===== src/rtl/scalar_issue_sched.sv =====
// Scalar scoreboard: FUST rows for ALU/LD_ST/BRANCH, 32-entry RST, single-issue select.
// Define SCALAR_ISSUE_RR_EN for round-robin issue arbitration (fixed ALU>LD_ST>BRANCH otherwise).
module scalar_issue_sched (
  input  logic        CLK,
  input  logic        RST,
  input  logic        disp_valid,
  output logic        disp_ready,
  input  logic [1:0]  disp_fu,
  input  logic [4:0]  disp_rd,
  input  logic [4:0]  disp_rs1,
  input  logic [4:0]  disp_rs2,
  input  logic        disp_rw_en,
  input  logic [31:0] disp_imm,
  input  logic [2:0]  fu_ready,
  input  logic        wb_valid,
  input  logic [1:0]  wb_fu,
  output logic        issue_valid,
  output logic [2:0]  issue_fu_en,
  output logic [4:0]  issue_rd,
  output logic [4:0]  issue_rs1,
  output logic [4:0]  issue_rs2,
  output logic [31:0] issue_imm,
  output logic [2:0]  busy_fu
);

  localparam int unsigned NUM_FU  = 3;
  localparam int unsigned NUM_REG = 32;
  localparam int unsigned TAG_W   = 2;
  localparam int unsigned REG_W   = 5;
  localparam int unsigned DATA_W  = 32;

  typedef enum logic [1:0] {
    FU_ALU    = 2'd0,
    FU_LD_ST  = 2'd1,
    FU_BRANCH = 2'd2,
    FU_NONE   = 2'd3
  } fu_scalar_t;

  typedef logic [NUM_FU-1:0] fu_bits_t;

  typedef enum logic [1:0] {
    FUST_EMPTY = 2'd0,
    FUST_WAIT  = 2'd1,
    FUST_RDY   = 2'd2,
    FUST_EX    = 2'd3
  } fust_state_e;

  typedef struct packed {
    logic [REG_W-1:0]  rd;
    logic [REG_W-1:0]  rs1;
    logic [REG_W-1:0]  rs2;
    logic [DATA_W-1:0] imm;
    logic [TAG_W-1:0]  t1;
    logic [TAG_W-1:0]  t2;
  } fust_row_t;

  fust_state_e      st_q      [NUM_FU];
  fust_row_t        row_q     [NUM_FU];
  logic [TAG_W-1:0] rst_tag_q [NUM_REG];
  logic [NUM_REG-1:0] rst_busy_q;
`ifdef SCALAR_ISSUE_RR_EN
  logic [1:0]       rr_ptr;
`endif

  logic             wb_act;
  logic [TAG_W-1:0] wb_tag;
  logic [TAG_W-1:0] disp_tag;
  logic [TAG_W-1:0] src1_tag;
  logic [TAG_W-1:0] src2_tag;
  logic             rd_busy;
  logic             row_free;
  logic             disp_fire;
  logic [TAG_W-1:0] nt1 [NUM_FU];
  logic [TAG_W-1:0] nt2 [NUM_FU];
  fu_bits_t         cand;
  logic             win_valid;
  logic [1:0]       win_idx;

  // Writeback qualification, forwarded RST lookups and dispatch handshake.
  always_comb begin
    wb_tag   = TAG_W'(wb_fu) + TAG_W'(1);
    disp_tag = TAG_W'(disp_fu) + TAG_W'(1);
    wb_act   = 1'b0;
    row_free = 1'b0;
    for (int i = 0; i < NUM_FU; i++) begin
      if (wb_valid && (wb_fu == 2'(i)) && (st_q[i] == FUST_EX)) wb_act = 1'b1;
      if ((disp_fu == 2'(i)) && (st_q[i] == FUST_EMPTY)) row_free = 1'b1;
    end
    src1_tag = '0;
    if ((disp_rs1 != '0) && !(wb_act && (rst_tag_q[disp_rs1] == wb_tag)))
      src1_tag = rst_tag_q[disp_rs1];
    src2_tag = '0;
    if ((disp_rs2 != '0) && !(wb_act && (rst_tag_q[disp_rs2] == wb_tag)))
      src2_tag = rst_tag_q[disp_rs2];
    rd_busy = (disp_rd != '0) && rst_busy_q[disp_rd] &&
              !(wb_act && (rst_tag_q[disp_rd] == wb_tag));
    disp_ready = row_free && !(disp_rw_en && rd_busy);
    disp_fire  = disp_valid && disp_ready;
    for (int i = 0; i < NUM_FU; i++) begin
      nt1[i] = (wb_act && (row_q[i].t1 == wb_tag)) ? '0 : row_q[i].t1;
      nt2[i] = (wb_act && (row_q[i].t2 == wb_tag)) ? '0 : row_q[i].t2;
    end
  end

  // Issue arbitration over RDY rows whose FU can accept.
  always_comb begin
`ifdef SCALAR_ISSUE_RR_EN
    int idx;
`endif
    for (int i = 0; i < NUM_FU; i++) cand[i] = (st_q[i] == FUST_RDY) && fu_ready[i];
    win_valid = 1'b0;
    win_idx   = '0;
`ifdef SCALAR_ISSUE_RR_EN
    idx = 0;
    for (int k = NUM_FU - 1; k >= 0; k--) begin
      idx = (int'(rr_ptr) + k) % int'(NUM_FU);
      if (cand[2'(idx)]) begin
        win_valid = 1'b1;
        win_idx   = 2'(idx);
      end
    end
`else
    for (int i = NUM_FU - 1; i >= 0; i--) begin
      if (cand[i]) begin
        win_valid = 1'b1;
        win_idx   = 2'(i);
      end
    end
`endif
    issue_valid = win_valid;
    issue_fu_en = '0;
    issue_rd    = '0;
    issue_rs1   = '0;
    issue_rs2   = '0;
    issue_imm   = '0;
    for (int i = 0; i < NUM_FU; i++) begin
      if (win_valid && (win_idx == 2'(i))) begin
        issue_fu_en[i] = 1'b1;
        issue_rd       = row_q[i].rd;
        issue_rs1      = row_q[i].rs1;
        issue_rs2      = row_q[i].rs2;
        issue_imm      = row_q[i].imm;
      end
    end
  end

  always_comb begin
    for (int i = 0; i < NUM_FU; i++) busy_fu[i] = (st_q[i] != FUST_EMPTY);
  end

  // Row state machines and RST; release, dispatch and issue never target the same row.
  always_ff @(posedge CLK) begin
    if (RST) begin
      for (int i = 0; i < NUM_FU; i++) begin
        st_q[i]  <= FUST_EMPTY;
        row_q[i] <= '0;
      end
      for (int r = 0; r < NUM_REG; r++) rst_tag_q[r] <= '0;
      rst_busy_q <= '0;
`ifdef SCALAR_ISSUE_RR_EN
      rr_ptr <= '0;
`endif
    end else begin
      for (int i = 0; i < NUM_FU; i++) begin
        row_q[i].t1 <= nt1[i];
        row_q[i].t2 <= nt2[i];
        if (wb_act && (wb_fu == 2'(i))) begin
          st_q[i] <= FUST_EMPTY;
        end else if (disp_fire && (disp_fu == 2'(i))) begin
          row_q[i] <= '{rd: disp_rd, rs1: disp_rs1, rs2: disp_rs2, imm: disp_imm,
                        t1: src1_tag, t2: src2_tag};
          st_q[i]  <= ((src1_tag == '0) && (src2_tag == '0)) ? FUST_RDY : FUST_WAIT;
        end else if (win_valid && (win_idx == 2'(i))) begin
          st_q[i] <= FUST_EX;
        end else if ((st_q[i] == FUST_WAIT) && (nt1[i] == '0) && (nt2[i] == '0)) begin
          st_q[i] <= FUST_RDY;
        end
      end
      // x0 is never tracked; a same-cycle dispatch to rd overrides the writeback clear.
      for (int r = 1; r < NUM_REG; r++) begin
        if (disp_fire && disp_rw_en && (disp_rd == REG_W'(r))) begin
          rst_busy_q[r] <= 1'b1;
          rst_tag_q[r]  <= disp_tag;
        end else if (wb_act && (rst_tag_q[r] == wb_tag)) begin
          rst_busy_q[r] <= 1'b0;
          rst_tag_q[r]  <= '0;
        end
      end
`ifdef SCALAR_ISSUE_RR_EN
      if (win_valid) rr_ptr <= (win_idx == 2'(NUM_FU - 1)) ? 2'd0 : win_idx + 2'd1;
`endif
    end
  end

endmodule


===== config.mk =====
export PLATFORM = sky130hd
export DESIGN_NAME = scalar_issue_sched
export DESIGN_NICKNAME = d
export VERILOG_FILES = /design/src/rtl/scalar_issue_sched.sv
export SDC_FILE = /design/constraint.sdc
export NUM_CORES = 1
export LEC_CHECK = 0
export CELL_PAD_IN_SITES_DETAIL_PLACEMENT = 1
export CELL_PAD_IN_SITES_GLOBAL_PLACEMENT = 2
export CORE_MARGIN = 1.5
export CORE_UTILIZATION = 28
export DETAILED_ROUTE_END_ITERATION = 16
export PLACE_DENSITY = 0.73
export REMOVE_ABC_BUFFERS = 1
export SLEW_MARGIN = 20
export SYNTH_ARGS = -nofsm -noshare
export SYNTH_HDL_FRONTEND = slang
export SYNTH_SLANG_ARGS = --single-unit

===== constraint.sdc =====
create_clock -name CLK -period 5.4 [get_ports CLK]
set_input_delay 1.62 -clock CLK [delete_from_list [all_inputs] [get_ports CLK]]
set_output_delay 1.62 -clock CLK [all_outputs]
set_load 0.005 [all_outputs]

### Word level (Yosys, flattened, before mapping)

Memory sizes are Yosys's and may differ from the RTL's.
Index checks and enable logic that the tools add are counted.

| storage, ports and cells | value |
|---|---|
| bits in registers | 31 |
| bits in latches | 0 |
| bits in writable memories | 223 |
| memory bits (read-only) | 0 |
| input port bits | 59 |
| output and inout bits | 55 |
| word-level logic and storage cells | 834 |
| memories | 3 |

| operators by class | value |
|---|---|
| $add $sub $neg | 2 |
| multiply operators | 0 |
| divide/modulo/power cells | 0 |
| $lt $le $gt $ge | 1 |
| equal/unequal tests | 86 |
| shift-type cells | 0 |
| mux-type cells | 460 |
| bitwise operators | 89 |
| reduce and logical (&&, ||, !) cells | 162 |

Memories:

| name | depth | bits a word | rd ports | clocked after memory_dff | wr ports | RTL line | RTL |
|---|---|---|---|---|---|---|---|
| row_q | 3 | 51 | 3 | 0 | 3 | 58 | `fust_row_t row_q [NUM_FU];` |
| rst_tag_q | 32 | 2 | 34 | 0 | 32 | 59 | `logic [TAG_W-1:0] rst_tag_q [NUM_REG];` |
| st_q | 3 | 2 | 3 | 0 | 3 | 57 | `fust_state_e st_q [NUM_FU];` |

Operator list:

| cell | number |
|---|---|
| 1-bit two-way mux | 346 |
| 2-bit two-way mux | 98 |
| 47-bit two-way mux | 3 |
| 1-bit logical AND | 107 |
| 32-bit two-way mux | 3 |
| 1-bit OR | 89 |
| 2-bit == test | 40 |
| 5-bit == test, second input constant | 16 |
| 2-bit nonzero test | 34 |
| 5-bit two-way mux | 9 |
| 5-bit by 4-bit == test with 1-bit output, second input constant | 8 |
| 2-bit logical NOT | 14 |
| 5-bit by 3-bit == test with 1-bit output, second input constant | 4 |
| 2-bit == test, second input constant | 9 |
| 5-bit nonzero test | 3 |
| 2-bit by 1-bit == test with 1-bit output, second input constant | 6 |
| 5-bit by 2-bit == test with 1-bit output, second input constant | 2 |
| 5-bit by 6-bit less-than comparator with 1-bit output, second input constant | 1 |
| 1-bit binary-select mux with 5-bit select | 1 |
| 5-bit by 1-bit == test with 1-bit output, second input constant | 1 |
| 2-bit by 1-bit adder with 2-bit output, second input constant | 2 |
| 1-bit logical NOT | 4 |

### Depth between registers and ports, before layout

Gate-level depths: netlist of run 1.

| logic depth | value |
|---|---|
| word-level depth | 21 |
| depth in mapped cells | 12 |

### Worst setup path after synthesis of run 1

Ideal clock, no wire load.

| timing | value |
|---|---|
| kind | input port to output port |
| start point | in wb_fu[0] |
| end point | out disp_ready |
| data arrival time | 3.958 ns |
| slack | -0.178 ns |
| stages on the path | 10 |
| cell sequence | clkbuf_1 > inv_1 > ha_1 > and3_1 > o31ai_1 > a211o_1 > a22oi_1 > nor2_2 > clkbuf_1 > nor2_1 |

| between the ends | value |
|---|---|
| word-level cells in the longest chain between the ends | 12 |

RTL lines:

| element | RTL line | RTL |
|---|---|---|
| from (decl) | 16 | `input logic [1:0] wb_fu,` |
| 2-bit logical NOT | 86 | `if (wb_valid && (wb_fu == 2'(i)) && (st_q[i] == FUST_EX)) wb_act = 1'b1;` |
| 1-bit logical AND (2 in series) | 86 |  |
| 1-bit two-way mux (3 in series) | 86 |  |
| 1-bit logical AND * | 96 | `!(wb_act && (rst_tag_q[disp_rd] == wb_tag));` |
| 1-bit logical NOT * | 96 |  |
| 1-bit logical AND * | 95 | `rd_busy = (disp_rd != '0) && rst_busy_q[disp_rd] &&` |
| 1-bit logical AND * | 97 | `disp_ready = row_free && !(disp_rw_en && rd_busy);` |
| 1-bit logical NOT * | 97 |  |
| 1-bit logical AND * | 97 |  |
| to (decl) | 7 | `output logic disp_ready,` |

Every way passes the cells marked *; elsewhere a longest branch is shown, timed or not.

### Worst setup path after layout of run 1

| timing | value |
|---|---|
| start point | in disp_rd[0] |
| end point | out disp_ready |

| between the ends | value |
|---|---|
| word-level cells in the longest chain between the ends | 8 |

RTL lines:

| element | RTL line | RTL |
|---|---|---|
| from (decl) | 9 | `input logic [4:0] disp_rd,` |
| memory 32 x 2 bit | n/a |  |
| 2-bit == test | 96 |  |
| 1-bit logical AND | 96 |  |
| 1-bit logical NOT | 96 |  |
| 1-bit logical AND * | 95 |  |
| 1-bit logical AND * | 97 |  |
| 1-bit logical NOT * | 97 |  |
| 1-bit logical AND * | 97 |  |

Every way passes the cells marked *; elsewhere a longest branch is shown, timed or not. The select of a mux whose other input is x is not followed.

==> flow_summary.json, run 1 <==
{
  "status": "complete, no violations",
  "synth.yosys.warnings": 0,
  "slew_headroom_pct": 51.6,
  "detail-route-antenna-nets": 0,
  "syn_area_um2": 13900,
  "grt_max_degree": 46,
  "max_freq_mhz": 187,
  "cts_tree": "yes",
  "end_kind": "output port",
  "path_buf_inv": 3,
  "ys_seq_area_share_pct": 52.1,
  "die-area_um2": 51100,
  "cp-start-kind": "input port",
  "cp.arrival_ns": 3.74,
  "start_util_pct": 28.4,
  "area.growth.synth_to_final_pct": 27.5,
  "cp_top_family": "simple AND/OR/NAND/NOR gates",
  "final_common_cell": "edfxtp_1",
  "die_h_um": 226,
  "cts_buffer_depth": 3,
  "clock_latency_ns": 0.58,
  "synthArstFlopShare_pct": 0,
  "final_cell_mix": "edfxtp_1, nand2_1, clkdlybuf4s50_1, buf_4, o21ai_0",
  "path_clk_slew_ns": 0.05,
  "vias_per_cell": 5.15,
  "drt_iter0_drc": 750,
  "rsz0062_at_grt": "yes",
  "gp_congestion": 0.863,
  "wire_per_inst_um": 22.7,
  "path_class": "input port to output port",
  "dr.pass1.iters": 5,
  "numCtsBuffers": 30,
  "synthCells": 1228,
  "grt_usage_pct": 18.6,
  "pin_count": 114,
  "nFillCells": 5415,
  "path_cells": "buf_12, clkbuf_16, mux2i_1, mux4_2, a32o_1, or4_4, a22oi_2, nor2_4, nor2_2, buf_2",
  "fin_worst_skew_ns": 0.0204,
  "grt_pass1_wl_um": 71600,
  "antenna_found_initial": 1,
  "multi_input_area_um2": 6380,
  "hold_ws_ns": 0.482,
  "slew_viol_final": 0,
  "crit_required_ns": 3.78,
  "fp-row-count": 81,
  "ys_ff_latch": 252,
  "overflow": 0,
  "min_path_type": "flop to flop",
  "drc": 0,
  "vias": 10800,
  "cts-htree-levels": 1,
  "die_width_um": 226,
  "portBuffers": 113,
  "core_um2": 49100,
  "nNetsFinal": 1469,
  "finalHoldViolations": 0,
  "synth.distinct_cells": 79,
  "crit_slowest_cell": "mux4_2",
  "p_per_area_nw_per_um2": 290,
  "finalPower_uw": 5150,
  "crit_fanout": 5,
  "post-place-ws_ns": -0.799,
  "final-setup-viol-count": 0,
  "finalCritPeriodShare_pct": 99.2,
  "dp_hpwl_um": 33500,
  "n_antenna_cell": 0,
  "setup_slack_ns": 0.0408,
  "maxCapViolCount": 0,
  "synthFlopType": "edfxtp_1",
  "drt_wl_total_um": 47600,
  "power_leakage_uw": 0.00619,
  "grt_pass1_vias": 11400,
  "worst_pin_slew_ns": 0.727,
  "peakVddDrop_mv": 0.209,
  "cpPeakStageDelay_ns": 0.48,
  "regArea_um2": 7260,
  "root_buffer": "clkbuf_16",
  "synth_edf_count": 221,
  "synth.avg_cell_area_um2": 11.4,
  "cts.sinks": 252,
  "final_layout_size_suffix_gt1_share_pct": 18.6,
  "post-route-min-period_ns": 5.36
}
layer usage:
metal	vias up	track usage [%]	wire length [um]	share of wire, %
li1	4927	-	-	-
met2	309	31.1	22400	47
met1	5468	24.4	20900	44
met3	66	3.46	2850	6.0
met4	2	5.33	1370	2.9
met5	-	0	11	0.023
synth_stat cells (6+ instances only):
library cell	n	area, um2
a21oi_1	49	245
a22oi_1	49	368
a31oi_1	8	50.1
and2_1	55	344
and3_1	8	50.1
buf_1	7	26.3
clkbuf_1	78	293
dfxtp_1	31	621
edfxtp_1	221	6640
ha_1	6	75.1
inv_1	12	45.0
mux2_2	8	90.1
mux2i_1	45	450
mux4_2	38	856
nand2_1	108	405
nand2b_1	24	150
nand3_1	18	90.1
nor2_1	56	210
nor2b_1	51	319
nor3_1	67	335
o21ai_0	73	365
o32ai_2	14	228
or2_1	8	50.1
or2_2	10	62.6
or3_1	6	37.5
xnor2_1	37	324
xor2_1	37	324
sequential cells by signal, summed over array words and instances, names as in the netlist:
register,cells
st_q,6
rst_tag_q,62
rst_busy_q,31
row_q,153
worst paths after layout:
kind                      to              from  cells after the start  slack [ns]
max reg2reg  rst_tag_q[8][0]  rst_tag_q[17][0]                      9        1.82
min reg2reg   rst_busy_q[26]    rst_busy_q[26]                      2        0.48
min           rst_busy_q[26]    rst_busy_q[26]                      2        0.48
max               disp_ready        disp_rd[0]                     10        0.04
power by group:
part	total, uW	switching (uW)	internal (uW)
combinational	756	405	351
clock	2080	845	1230
sequential	2310	77.8	2240
total	5150	1330	3820
worst min-delay path, stage by stage (launching register included):
cell and delay [ns]:
dfxtp_1 0.31, nand2b_1 0.07, a21oi_1 0.06
per-stage QoR:
stage / cell area [um2] / setup TNS, ns / utilization (%) / cells
2_1_floorplan: 13600 / -216.65 / - / 1144
3_3_place_gp: 16500 / -1.99 / 33.7 / 2023
3_5_place_dp: 16500 / -3.55 / 33.7 / 2023
4_1_cts: 17700 / -0.0879 / 36.1 / 2088
5_1_grt: 17800 / -0.0890 / 36.2 / 2091
6_report: 17800 / 0 / 36.2 / 2091
what timing repair did:
action                     4_1_cts  5_1_grt
cloned                           1        2
hold buffers                     0        0
setup buffers                    9        1
resized for setup               20       22
setup endpoints to repair       33        8
pin swaps                        7        7
area by class of cell:
class	instances	area share, %
timing repair buffer	228	12.7
sequential	252	40.8
tap	664	4.67
clock inverter	18	1.13
clock buffer	37	4.48
multi-input combinational	879	35.9
inverter	13	0.303
logic make-up after synthesis:
| logic type | Yosys count | share of synthesized area (%) |
|---|---|---|
| simple gates | 443 | 16.6 |
| compound gates | 252 | 12.8 |
| flops | 252 | 52.1 |
| buf+inv | 108 | 3.22 |
| mux | 92 | 10.1 |
| xor+xnor | 74 | 4.65 |
| fa+ha+maj | 6 | 0.538 |
| other cells | 1 | 0.0269 |
(Power assumes the default switching activity.)
==> inputs of run 2 (changes only) <==
--- a/config.mk
+++ b/config.mk
@@ -10,7 +10,7 @@
 export CORE_MARGIN = 1.5
 export CORE_UTILIZATION = 28
 export DETAILED_ROUTE_END_ITERATION = 16
-export PLACE_DENSITY = 0.73
+export PLACE_DENSITY = 0.7
 export REMOVE_ABC_BUFFERS = 1
 export SLEW_MARGIN = 20
 export SYNTH_ARGS = -nofsm -noshare
==> constraint.sdc (replaced) <==
create_clock -name CLK -period 6.25 [get_ports CLK]
set_input_delay 1.25 -clock CLK [delete_from_list [all_inputs] [get_ports CLK]]
set_output_delay 1.25 -clock CLK [all_outputs]
set_load 0.005 [all_outputs]
==> run 2 against run 1 <==
Critical path depth decreased by 1. Largest power group unchanged. Sequential power fell by 13%. Cell count decreased by 3.8%. First-iteration DRC count grew 11%. Clock skew shrank 0.0082 ns. Wire length shrank 4.6%. Via count shrank 2.7%.
==> flow_summary.json, run 2 (synthesis results as in run 1) <==
{
  "core_um2": 49100,
  "rsz0062_at_grt": "no",
  "overflow": 0,
  "cp_top_family": "buffers and inverters",
  "cpPeakStageDelay_ns": 0.70,
  "root_buffer": "clkbuf_16",
  "finalCritPeriodShare_pct": 93.2,
  "end_kind": "output port",
  "hold_ws_ns": 0.477,
  "r2r_start": "rst_tag_q[17][0]",
  "fin_worst_skew_ns": 0.0121,
  "vias_per_cell": 5.21,
  "peakVddDrop_mv": 0.215,
  "path_clk_slew_ns": 0.05,
  "cts_setup_buffers": 0,
  "die-area_um2": 51100,
  "largest_reg_flops": 153,
  "antenna_found_initial": 3,
  "nNetsFinal": 1388,
  "grt_pass1_wl_um": 68600,
  "path_class": "input port to output port",
  "crit_path_frequent_cell": "clkdlybuf4s50_1",
  "finalPower_uw": 4210,
  "cp.arrival_ns": 4.58,
  "drt_wl_total_um": 45400,
  "cp-start-kind": "input port",
  "cts.sinks": 252,
  "cts.repair.resized": 0,
  "cts-htree-levels": 1,
  "dp_hpwl_um": 31200,
  "finalHoldViolations": 0,
  "tns_ns": 0,
  "pin_count": 114,
  "worst-r2r-setup-slack_ns": 2.36,
  "worst_pin_slew_ns": 1.00,
  "maxCapViolCount": 0,
  "vias": 10500,
  "largest-register": "row_q",
  "n_antenna_cell": 0,
  "max_freq_mhz": 172,
  "start_util_pct": 28.4,
  "dr.pass1.iters": 5,
  "die_h_um": 226,
  "wire_per_inst_um": 22.6,
  "cp-endpoint": "disp_ready",
  "path_buf_inv": 3,
  "ff2ff_path_depth": 11,
  "fp-row-count": 81,
  "r2r_end": "row_q[1][25]",
  "design_area_um2": 16800,
  "p_per_area_nw_per_um2": 251,
  "dp_cells": 1955,
  "cts_buffer_depth": 3,
  "slew_viol_final": 0,
  "detail-route-antenna-nets": 0,
  "crit_start": "disp_rd[1]",
  "grt_usage_pct": 17.8,
  "path_depth": 9,
  "area.growth.synth_to_final_pct": 20.4,
  "slew_headroom_pct": 32.9,
  "cts_tree": "yes",
  "drc": 0,
  "hold_buffers": 0,
  "instances_no_fill": 2011,
  "min_path_type": "flop to flop",
  "crit_required_ns": 5.00,
  "clock_latency_ns": 0.59,
  "grt_pass1_vias": 10800,
  "final_layout_size_suffix_gt1_share_pct": 12.6,
  "crit_slowest_cell": "clkdlybuf4s50_1",
  "final_common_cell": "edfxtp_1",
  "post-route-min-period_ns": 5.83,
  "crit_fanout": 11,
  "place_area_um2": 15900,
  "die_width_um": 226,
  "numCtsBuffers": 30,
  "drt_iter0_drc": 832,
  "final_cell_mix": "edfxtp_1, clkdlybuf4s50_1, nand2_1, o21ai_0, nor3_1",
  "path_cells": "clkdlybuf4s50_1, inv_2, mux4_2, a32o_1, or4_1, a22oi_1, nor2_2, nor2_1, clkdlybuf4s50_1",
  "power_leakage_uw": 0.00564,
  "status": "complete, no violations",
  "portBuffers": 113,
  "reg_top3": "row_q (153), rst_tag_q (62), rst_busy_q (31)",
  "final-setup-viol-count": 0,
  "gp_congestion": 0.866,
  "grt_max_degree": 64
}
[run 2: cell count changes in the layout (fill, tap and decap cells not counted), moves of 4 or more]
cell and delta:
clkbuf_1 +6, buf_4 -61, o21ai_0 +5, o21ai_1 -5
bufinv_16 -4, buf_12 -14, buf_6 -5
[run 2: how the worst min path moves through the flow]
stage | start | endpoint | slack (ns) | cells past startpoint
2_1_floorplan | rst_busy_q[16] | rst_busy_q[16] | 0.42 | 2
3_3_place_gp | rst_busy_q[24] | rst_busy_q[24] | 0.47 | 2
3_5_place_dp | rst_busy_q[18] | rst_busy_q[18] | 0.47 | 2
4_1_cts | rst_busy_q[18] | rst_busy_q[18] | 0.48 | 2
5_1_grt | rst_busy_q[19] | rst_busy_q[19] | 0.50 | 2
6_report | rst_busy_q[18] | rst_busy_q[18] | 0.48 | 2
[run 2: cell type report]
type                            count  area [um2]
Clock buffer                       43         820
Sequential cell                   252        7260
Tap cell                          664         831
Multi-Input combinational cell    879        6310
Inverter                           13        48.8
Timing Repair Buffer              147        1420
Clock inverter                     13        92.6
Fill cell                        5486       32300
[run 2: tightest hold or removal path: stages, from the launching register on]
cell,delay (ns)
dfxtp_1,0.31
nand2b_1,0.06
a21oi_1,0.06
[run 2: power breakdown]
part / switching [uW] / total [uW] / internal [uW]
logic: 330 / 580 / 250
clock network: 718 / 1630 / 913
registers: 64.2 / 2000 / 1930
[run 2: per-layer routing]
layer	share of wire, %	vias to the layer above	track usage (%)
li1	-	4771	-
met1	44	5287	24.2
met2	46	329	28.9
met3	6.6	85	3.17
met4	3.0	6	4.90
met5	0.086	-	0
[run 2: per-stage QoR]
| step | utilization (%) | setup WS (ns) |
|---|---|---|
| final | 34.2 | 0.423 |
| after global routing | 34.2 | 0.307 |
| after CTS | 34.2 | 0.459 |
| after detailed placement | 32.4 | 0.475 |
| after global placement | 32.4 | 0.474 |
| after floorplan | - | 0.356 |
